## src/rtl/fifo_rr_arb.sv

```systemverilog
`default_nettype none
// ============================================================================
//  Module      : fifo_rr_arb
//  Description : NUM_CLIENTS independent input FIFOs feeding one registered
//                output stage through an arbiter. ARB_MODE=0 gives
//                round-robin, ARB_MODE=1 gives fixed priority, lowest index
//                first. Each edge produces at most one grant.
//
//  Ports
//    clk         : single clock, rising-edge active
//    rst         : asynchronous, active-low reset
//    in_valid    : per-client push request
//    in_data     : per-client payload, client i at [i*DATA_WIDTH +: DATA_WIDTH]
//    in_ready    : per-client "FIFO not full", decoded from registered count
//    out_valid   : output register holds a granted word
//    out_data    : granted payload
//    out_src     : index of the client that sourced out_data
//    out_ready   : downstream accepts out_data
//    fifo_count  : per-client occupancy, client i at [i*CNT_W +: CNT_W]
//    err_drop    : sticky per-client flag, push attempted while full
//
//  Revision    : 1.0 - initial release
// ============================================================================
module fifo_rr_arb #(
    parameter int DATA_WIDTH  = 32,
    parameter int NUM_CLIENTS = 4,
    parameter int FIFO_DEPTH  = 4,
    parameter int ARB_MODE    = 0
) (
    input  logic                                            clk,
    input  logic                                            rst,
    input  logic [NUM_CLIENTS-1:0]                          in_valid,
    input  logic [NUM_CLIENTS*DATA_WIDTH-1:0]               in_data,
    output logic [NUM_CLIENTS-1:0]                          in_ready,
    output logic                                            out_valid,
    output logic [DATA_WIDTH-1:0]                           out_data,
    output logic [$clog2(NUM_CLIENTS)-1:0]                  out_src,
    input  logic                                            out_ready,
    output logic [NUM_CLIENTS*$clog2(FIFO_DEPTH+1)-1:0]     fifo_count,
    output logic [NUM_CLIENTS-1:0]                          err_drop
);

    localparam int SRC_W = $clog2(NUM_CLIENTS);
    localparam int CNT_W = $clog2(FIFO_DEPTH + 1);
    localparam int PTR_W = $clog2(FIFO_DEPTH);

    localparam logic [CNT_W-1:0] c_full_cnt   = CNT_W'(FIFO_DEPTH);
    localparam logic [SRC_W-1:0] c_last_index = SRC_W'(NUM_CLIENTS - 1);

    // ------------------------------------------------------------------
    // Shared per-client status, filled in by the per-client generate
    // ------------------------------------------------------------------
    logic [NUM_CLIENTS-1:0]                 w_ready;
    logic [NUM_CLIENTS-1:0]                 w_nonempty;
    logic [NUM_CLIENTS-1:0]                 w_grant;
    logic [NUM_CLIENTS-1:0][DATA_WIDTH-1:0] w_head;

    // Arbiter / output-stage signals
    logic                   w_open;
    logic                   w_any;
    logic                   w_grant_any;
    logic [SRC_W-1:0]       w_base;
    logic [SRC_W-1:0]       w_winner;
    logic                   w_hi_found;
    logic                   w_lo_found;
    logic [SRC_W-1:0]       w_hi_idx;
    logic [SRC_W-1:0]       w_lo_idx;

    logic                   r_out_valid;
    logic [DATA_WIDTH-1:0]  r_out_data;
    logic [SRC_W-1:0]       r_out_src;
    logic [NUM_CLIENTS-1:0] r_err_drop;

    // ------------------------------------------------------------------
    // Per-client FIFOs
    // ------------------------------------------------------------------
    for (genvar i = 0; i < NUM_CLIENTS; i++) begin : g_client
        logic [DATA_WIDTH-1:0] r_mem [FIFO_DEPTH];
        logic [PTR_W-1:0]      r_wr_ptr;
        logic [PTR_W-1:0]      r_rd_ptr;
        logic [CNT_W-1:0]      r_count;
        logic                  w_push;
        logic                  w_pop;

        // Readiness comes only from the registered count: a pop on the
        // same edge does not free a slot for an incoming word.
        assign w_ready[i]    = (r_count != c_full_cnt);
        assign w_nonempty[i] = (r_count != '0);
        assign w_head[i]     = r_mem[r_rd_ptr];
        assign w_push        = in_valid[i] & w_ready[i];
        assign w_pop         = w_grant[i];

        assign fifo_count[i*CNT_W +: CNT_W] = r_count;

        // Storage carries no reset; emptiness is defined by the count.
        always_ff @(posedge clk) begin
            if (w_push) begin
                r_mem[r_wr_ptr] <= in_data[i*DATA_WIDTH +: DATA_WIDTH];
            end
        end

        // Depth is a power of two, so the pointers wrap by overflow.
        always_ff @(posedge clk or negedge rst) begin
            if (!rst) begin
                r_wr_ptr <= '0;
                r_rd_ptr <= '0;
                r_count  <= '0;
            end else begin
                if (w_push) begin
                    r_wr_ptr <= r_wr_ptr + PTR_W'(1);
                end
                if (w_pop) begin
                    r_rd_ptr <= r_rd_ptr + PTR_W'(1);
                end
                case ({w_push, w_pop})
                    2'b10:   r_count <= r_count + CNT_W'(1);
                    2'b01:   r_count <= r_count - CNT_W'(1);
                    default: r_count <= r_count;
                endcase
            end
        end
    end

    // ------------------------------------------------------------------
    // Search origin: round-robin pointer, or zero for fixed priority
    // ------------------------------------------------------------------
    if (ARB_MODE == 0) begin : g_rr_ptr
        logic [SRC_W-1:0] r_rr_ptr;

        always_ff @(posedge clk or negedge rst) begin
            if (!rst) begin
                r_rr_ptr <= '0;
            end else if (w_grant_any) begin
                r_rr_ptr <= (w_winner == c_last_index) ? '0
                                                       : w_winner + SRC_W'(1);
            end
        end

        assign w_base = r_rr_ptr;
    end else begin : g_fixed_prio
        assign w_base = '0;
    end

    // ------------------------------------------------------------------
    // Winner search. Clients are split into two bands: indices at or
    // above the origin ("hi") and indices below it ("lo"). Scanning
    // downwards leaves the lowest non-empty index of each band; the hi
    // band wins if it has any candidate, which is the cyclic order
    // starting at the origin without needing a modulo.
    // ------------------------------------------------------------------
    always_comb begin
        w_hi_found = 1'b0;
        w_lo_found = 1'b0;
        w_hi_idx   = '0;
        w_lo_idx   = '0;
        for (int j = NUM_CLIENTS - 1; j >= 0; j--) begin
            if (w_nonempty[j]) begin
                if (j >= int'(w_base)) begin
                    w_hi_found = 1'b1;
                    w_hi_idx   = SRC_W'(j);
                end else begin
                    w_lo_found = 1'b1;
                    w_lo_idx   = SRC_W'(j);
                end
            end
        end
    end

    assign w_winner    = w_hi_found ? w_hi_idx : w_lo_idx;
    assign w_any       = w_hi_found | w_lo_found;
    assign w_open      = ~r_out_valid | out_ready;
    assign w_grant_any = w_open & w_any;

    always_comb begin
        w_grant = '0;
        for (int j = 0; j < NUM_CLIENTS; j++) begin
            w_grant[j] = w_grant_any && (w_winner == SRC_W'(j));
        end
    end

    // ------------------------------------------------------------------
    // Output register. When open and nothing is pending, only the valid
    // drops; data and source keep their last values.
    // ------------------------------------------------------------------
    always_ff @(posedge clk or negedge rst) begin
        if (!rst) begin
            r_out_valid <= 1'b0;
            r_out_data  <= '0;
            r_out_src   <= '0;
        end else if (w_open) begin
            if (w_any) begin
                r_out_valid <= 1'b1;
                r_out_data  <= w_head[w_winner];
                r_out_src   <= w_winner;
            end else begin
                r_out_valid <= 1'b0;
            end
        end
    end

    // Sticky drop flags: a request against a full FIFO loses its data.
    always_ff @(posedge clk or negedge rst) begin
        if (!rst) begin
            r_err_drop <= '0;
        end else begin
            r_err_drop <= r_err_drop | (in_valid & ~w_ready);
        end
    end

    assign in_ready  = w_ready;
    assign out_valid = r_out_valid;
    assign out_data  = r_out_data;
    assign out_src   = r_out_src;
    assign err_drop  = r_err_drop;

endmodule
`default_nettype wire

```

## config.mk

```make
export PLATFORM = sky130hd
export DESIGN_NAME = fifo_rr_arb
export DESIGN_NICKNAME = d
export VERILOG_FILES = /design/src/rtl/fifo_rr_arb.sv
export SDC_FILE = /design/constraint.sdc
export NUM_CORES = 1
export LEC_CHECK = 0
export BUFFER_PORTS_ARGS = -buffer_cell sky130_fd_sc_hd__buf_2
export CORE_MARGIN = 2
export CORE_UTILIZATION = 50
export DETAILED_ROUTE_END_ITERATION = 10
export GPL_ROUTABILITY_DRIVEN = 0
export GPL_TIMING_DRIVEN = 0
export PLACE_DENSITY = 0.73
export SYNTH_ARGS = -nofsm -noshare
export SYNTH_HDL_FRONTEND = slang
export SYNTH_SLANG_ARGS = --single-unit
```

## constraint.sdc

```tcl
create_clock -name clk -period 2.75 [get_ports clk]
set_input_delay 0.825 -clock clk [delete_from_list [all_inputs] [get_ports clk]]
set_output_delay 0.825 -clock clk [all_outputs]
set_load 0.03 [all_outputs]
```

======== Word-level counts from Yosys, hierarchy flattened ========
Memory sizes are Yosys's and may differ from the RTL's.
Index checks and enable logic that the tools add are counted.
storage, ports and cells
  register bits after elaboration ......... 69
  RAM bits ................................ 512
  input port bits ......................... 135
  output and inout port bits .............. 55
  memories ................................ 4
memory list
  name               depth  width  rd ports  clocked after memory_dff  write ports  RTL line  RTL
  g_client[0].r_mem  4      32     1         0                         1            78        logic [DATA_WIDTH-1:0] r_mem [FIFO_DEPTH];
  g_client[1].r_mem  4      32     1         0                         1            78
  g_client[2].r_mem  4      32     1         0                         1            78
  g_client[3].r_mem  4      32     1         0                         1            78
operators by class
  add/sub/neg operators ................... 17
  order comparisons ....................... 4
  equality and inequality tests ........... 15
  muxes and demuxes ....................... 43
  bitwise logic cells ..................... 11
  reduce and logical (&&, ||, !) cells .... 14
operators by type and width
  operator               count
  $bmux W32 S2           1
  $mux W32               1
  $mux W2                15
  $pmux W3 S2            4
  $mux W1                22
  $add A2 B1 Y2 const B  9
  $add A3 B1 Y3 const B  4
  $eq A2 B2 Y1 const B   6
  $ne A3 B3 Y1 const B   4
  $reduce_bool A3 Y1     4
  $sub A3 B1 Y3 const B  4
  $eq A2 B1 Y1 const B   5
  $reduce_bool A2 Y1     4
  $and A1 B1 Y1          5
  $and A4 B4 Y4          1
  $ge A1 B2 Y1 const A   2
  $logic_and A1 B1 Y1    4
  $not A4 Y4             1
  $or A4 B4 Y4           1
  $lt A2 B3 Y1 const B   1
  $ge A2 B2 Y1 const A   1
  $logic_not A2 Y1       1
  $or A1 B1 Y1           2
  $reduce_and A2 Y1      1
  $not A1 Y1             1

======== Depth between registers and ports, before layout ========
  depth after elaboration ................. 13
  gate-level depth with buffers ........... 14
  gate-level depth less buffers ........... 13

======== Worst setup path after synthesis ========
Ideal clock, no wire load.
  kind .................................... register to register
  from .................................... reg g_client[1].r_count[1]
  to ...................................... reg g_client[3].r_count[2]
  data arrival time ....................... 2.931 ns
  data required time ...................... 2.669 ns
  path slack .............................. -0.262 ns
  cell stages (with the launch flop) ...... 15
  period minus slack after synthesis ...... 3.012 ns
  path through ............................ dfrtp_1 > or3_4 > nor3_4 > o22ai_4 > inv_4 > buf_6 > ha_1 > inv_1 > nor2_1 > ha_1 > inv_1 > fa_1 > xor2_1 > nor2_1 > xor2_1
on the way
  word-level cells in the longest chain between the ends .. 9
  elaborated cells between the ends (all ways) .. 22
  those cells by class .................... eq/ne (3); mux (14); bitwise (2); reduce/logical (3)
RTL lines
  what                                               RTL line  RTL
  start: declaration                                 81        logic [CNT_W-1:0] r_count;
  start signal: assignment                           116       2'b10: r_count <= r_count + CNT_W'(1);
  start signal: assignment                           117       2'b01: r_count <= r_count - CNT_W'(1);
  start signal: assignment                           118       default: r_count <= r_count;
  $reduce_bool A3 Y1 (*)                             88        assign w_nonempty[i] = (r_count != '0);
  $mux W2 or $mux W1 (tied branches)                 157       if (w_nonempty[j]) begin
  $mux W2 or $mux W1 (tied branches)                 158       if (j >= int'(w_base)) begin
  $mux W2 or $mux W1 (tied branches)                 157
  $mux W2 or $or A1 B1 Y1 (tied branches)            169, 170
  $eq A2 B2 Y1 or $and A1 B1 Y1 (tied branches)      177, 172
  $logic_and A1 B1 Y1 (*)                            177       w_grant[j] = w_grant_any && (w_winner == SRC_W'(j));
  named net g_client[3].w_pop                        83        logic w_pop;
  $eq A2 B1 Y1 or $eq A2 B2 Y1 (tied branches)       115       case ({w_push, w_pop})
  $pmux W3 S2 or $reduce_bool A2 Y1 (tied branches)  --
  end signal: assignment                             116
  end signal: assignment                             117
  end signal: assignment                             118
  end: declaration                                   81
The timed path passes the listed nets; every way through them passes the cells marked *.
A chain may end at the register's enable or synchronous reset.

======== Worst setup path after layout ========
  from .................................... reg g_client[2].r_count[2]
  to ...................................... reg g_client[0].r_count[2]
on the way
  word-level cells in the longest chain between the ends .. 11
  elaborated cells between the ends (all ways) .. 30
  those cells by class .................... eq/ne (2); mux (22); bitwise (2); reduce/logical (4)
RTL lines
  what                                               RTL line
  start: declaration                                 81
  start signal: assignment                           116
  start signal: assignment                           117
  start signal: assignment                           118
  $reduce_bool A3 Y1 (*)                             88
  $mux W1 or $mux W2 (tied branches)                 157
  $mux W1 or $mux W2 (tied branches)                 158
  $mux W1 or $mux W2 (tied branches)                 157
  $mux W1 or $mux W2 (tied branches)                 158
  $mux W1 or $mux W2 (tied branches)                 157
  $or A1 B1 Y1 or $mux W2 (tied branches)            170, 169
  $and A1 B1 Y1 or $logic_not A2 Y1 (tied branches)  172, 177
  $logic_and A1 B1 Y1 (*)                            177
  named net g_client[0].w_pop                        83
  $eq A2 B1 Y1 or $eq A2 B2 Y1 (tied branches)       115
  $pmux W3 S2 or $reduce_bool A2 Y1 (tied branches)  --
  end signal: assignment                             116
  end signal: assignment                             117
  end signal: assignment                             118
  end: declaration                                   81
Marks and branches as above.

==> impl_metrics.py <==
metrics = {
    "yosys": {
        "ys_ff_latch": 581,
        "synth_warnings": 0,
        "ys_seq_area_share_pct": 75.8,
        "ys_types": 43,
        "syn-num-nets": 1241,
        "synthCells": 1081,
        "syn_area_um2": 22600,
        "syn_avg_cell_area_um2": 20.9,
    },
    "power_and_ir_drop": {
        "leakage_nw": 9.60,
        "peakVddDrop_mv": 0.809,
        "power_density_nw_per_um2": 1180,
    },
    "final_layout": {
        "final_cell_mix": "512 x edfxtp_1, 209 x buf_2, 128 x mux4_2",
        "multi_input_area_um2": 5210,
        "area_growth_pct": 18.4,
        "nFillCells": 3167,
        "drive_gt1_share_pct": 37.6,
        "final_area_um2": 26700,
        "utilization_pct": 60.1,
        "final_common_cell": "edfxtp_1",
        "nets": 1523,
        "ff_latch_area_um2": 17100,
    },
    "route": {
        "wl_met1_um": 20600,
        "post-route-drc-count": 0,
        "finalWirelength_um": 50500,
        "post_drt_wl_per_cell_um": 25.2,
        "route.met2.wl_um": 24700,
        "drtAntennaViolNets": 0,
        "firstDrtPassIters": 7,
        "highest_layer": "met5",
        "met3WireLength_um": 4040,
        "viasPerCell": 5.73,
        "via_count": 11501,
        "first_iter_violations": 1240,
    },
    "critical_path": {
        "critPathMaxFanout": 4,
        "critPathLaunchType": "flip-flop",
        "crit_arrival_ns": 3.28,
        "cp.required_ns": 3.28,
        "path_class": "flip-flop to flip-flop",
        "setup.worst_path.end_class": "flip-flop",
        "r2r_setup_slack_ns": 0.002,
    },
    "clock_tree": {
        "clk_pin_slew_worst_paths_ns": 0.06,
        "cts-htree-levels": 2,
        "cts_made_buffers": 57,
        "clockBufferDepth": 3,
        "clkLatencyLatePin_ns": 0.62,
        "cts_root_buffer": "clkbuf_16",
        "clock-sinks": 581,
        "cts_tree": "yes",
    },
    "sta": {
        "tightest_slew_ns": 0.935,
        "skew_ns": 0.0178,
        "fin_crit_sh_pct": 99.9,
        "rsz0062_at_grt": "yes",
        "relSlewSlack_pct": 37.7,
        "finalHoldViolations": 0,
        "setup_viol": 0,
        "fin_crit_ns": 2.75,
        "fin_setup_tns_ns": 0,
        "timing.hold.ws_ns": 0.416,
        "max_freq_ghz": 0.364,
        "timing.final.ws_setup_ns": 0.00242,
        "finalMaxSlewViolations": 0,
    },
    "worst_hold_path": {
        "hold_path_class": "input port to flip-flop",
    },
    "placed_design": {
        "dpl.hpwl_um": 34500,
        "place_area_um2": 24600,
        "port_buffers": 189,
        "place_ws_ns": -0.403,
    },
    "die": {
        "core_area_um2": 44400,
        "dieHeight_um": 216,
        "start_util_pct": 50.8,
        "chipWidth_um": 216,
        "io_pins": 190,
        "rows": 77,
        "dieArea_um2": 46800,
    },
    "global_routing": {
        "antenna_found_initial": 12,
        "grt_pass1_wl_um": 73800,
        "grt_usage_pct": 21.6,
        "grt_max_degree": 68,
        "grt-ovfl-total": 0,
        "first_global_vias": 11685,
    },
    "flow_run": {
        "maxCapViolCount": 0,
    },
    "run_status": {
        "outcome": "finished clean",
    },
}
-- power by group --
| part | internal [mW] | switching [mW] |
|---|---|---|
| Combinational | 4.69 | 6.37 |
| Sequential | 11.8 | 0.789 |
| Clock | 4.44 | 3.29 |
-- state kept, by name, summed over array words and instances (netlist names) --
| signal | count |
|---|---|
| g_client.r_wr_ptr | 8 |
| err_drop | 4 |
| out_data | 32 |
| g_rr_ptr.r_rr_ptr | 2 |
| out_src | 2 |
| g_client.r_mem | 512 |
| out_valid | 1 |
| g_client.r_count | 12 |
| g_client.r_rd_ptr | 8 |
-- Yosys cell counts --
cell type	count	area share, %
ha_1	21	1.2
and3_1	16	0.44
or3_1	1	0.028
inv_4	1	0.028
o21ai_0	2	0.044
buf_6	7	0.35
edfxtp_1	512	68
nor3_4	2	0.14
a2bb2oi_1	20	0.78
and4b_1	1	0.044
o21ai_1	23	0.51
nor3_1	2	0.044
o311a_4	1	0.094
a221o_1	12	0.53
clkbuf_1	17	0.28
fa_1	4	0.35
nor2_2	4	0.11
a211o_1	1	0.039
o31a_1	1	0.039
buf_2	22	0.49
a21oi_2	1	0.039
mux4_2	128	13
nand2b_4	1	0.061
o22ai_1	1	0.028
buf_4	5	0.17
xnor2_1	12	0.47
or3_4	1	0.050
mux2_2	4	0.20
o22ai_4	1	0.089
nand2b_1	2	0.055
nand4_1	1	0.028
mux2i_1	42	1.9
dfrtp_1	69	7.7
nand2_4	1	0.050
xor2_1	12	0.47
nor2_1	9	0.15
nand3_1	2	0.044
nand2_1	79	1.3
a21oi_1	12	0.27
inv_1	22	0.37
a31o_2	4	0.16
nor2b_2	1	0.039
nor4_1	1	0.028
-- routing by layer --
metal | up-vias | track usage (%)
met5 | - | 0
met4 | 16 | 5.46
met3 | 94 | 5.71
met2 | 420 | 34.8
met1 | 6010 | 29.6
li1 | 4961 | -
-- critical path: stages, from the launching register on --
cell and delay, ns:
dfrtp_2 0.42, nor3_4 0.32, buf_6 0.16, buf_4 0.11, nor3_4 0.04, o22ai_4 0.28, inv_6 0.09, nor2_2 0.18
ha_1 0.20, inv_1 0.06, fa_1 0.37, xor2_1 0.15, nor2_1 0.12, xor2_1 0.16
-- cell type report --
cell class                      count  share of cell area, %
Clock buffer                       76                   5.95
Antenna cell                        3                 0.0281
Buffer                             49                   1.05
Inverter                           23                  0.342
Clock inverter                     31                   1.05
Tap cell                          592                   2.77
Timing Repair Buffer              225                   5.23
Multi-Input combinational cell    426                   19.5
Sequential cell                   581                   64.1
-- repair_timing --
action / CTS / global route
buffers inserted: 16 / 8
hold buffers: 1 / 0
endpoints found under the setup margin: 8 / 4
pin swaps: 11 / 10
endpoints found under the hold margin: 2 / 0
gates resized for setup: 12 / 8
-- metrics by stage --
stage               power (mW)  cells
floorplan                 19.9   1081
global placement          23.1   1862
CTS                       31.6   1995
detailed placement        23.6   1873
finish                    31.4   2006
global route              32.8   2004
-- worst paths after layout --
kind / start / end / depth (start not counted)
min in group asynchronous: rst / g_client[1].r_wr_ptr[0]$_DFFE_PN0P_ / 2
max in group asynchronous: rst / g_client[2].r_count[0]$_DFFE_PN0P_ / 3
setup reg to reg: g_client[2].r_count[2]$_DFFE_PN0P_ / g_client[0].r_count[2]$_DFFE_PN0P_ / 13
setup / recovery: g_client[2].r_count[2]$_DFFE_PN0P_ / g_client[0].r_count[2]$_DFFE_PN0P_ / 13
hold reg to reg: err_drop[0]$_DFF_PN0_ / err_drop[0]$_DFF_PN0_ / 1
hold / removal: in_data[85] / g_client[2].r_mem[3][21]$_DFFE_PP_ / 1
-- logic make-up after synthesis --
kind of cell             after synthesis  share of synthesized area (%)
AO/OA/AOI/OAI                         79                           2.61
adder cells (fa/ha/maj)               25                           1.52
buffers and inverters                 74                           1.68
XOR/XNOR                              24                          0.932
flip-flops                           581                           75.8
AND/OR/NAND/NOR                      124                           2.63
multiplexers                         174                           14.8
Note: power is estimated with default switching activity, not from simulation.
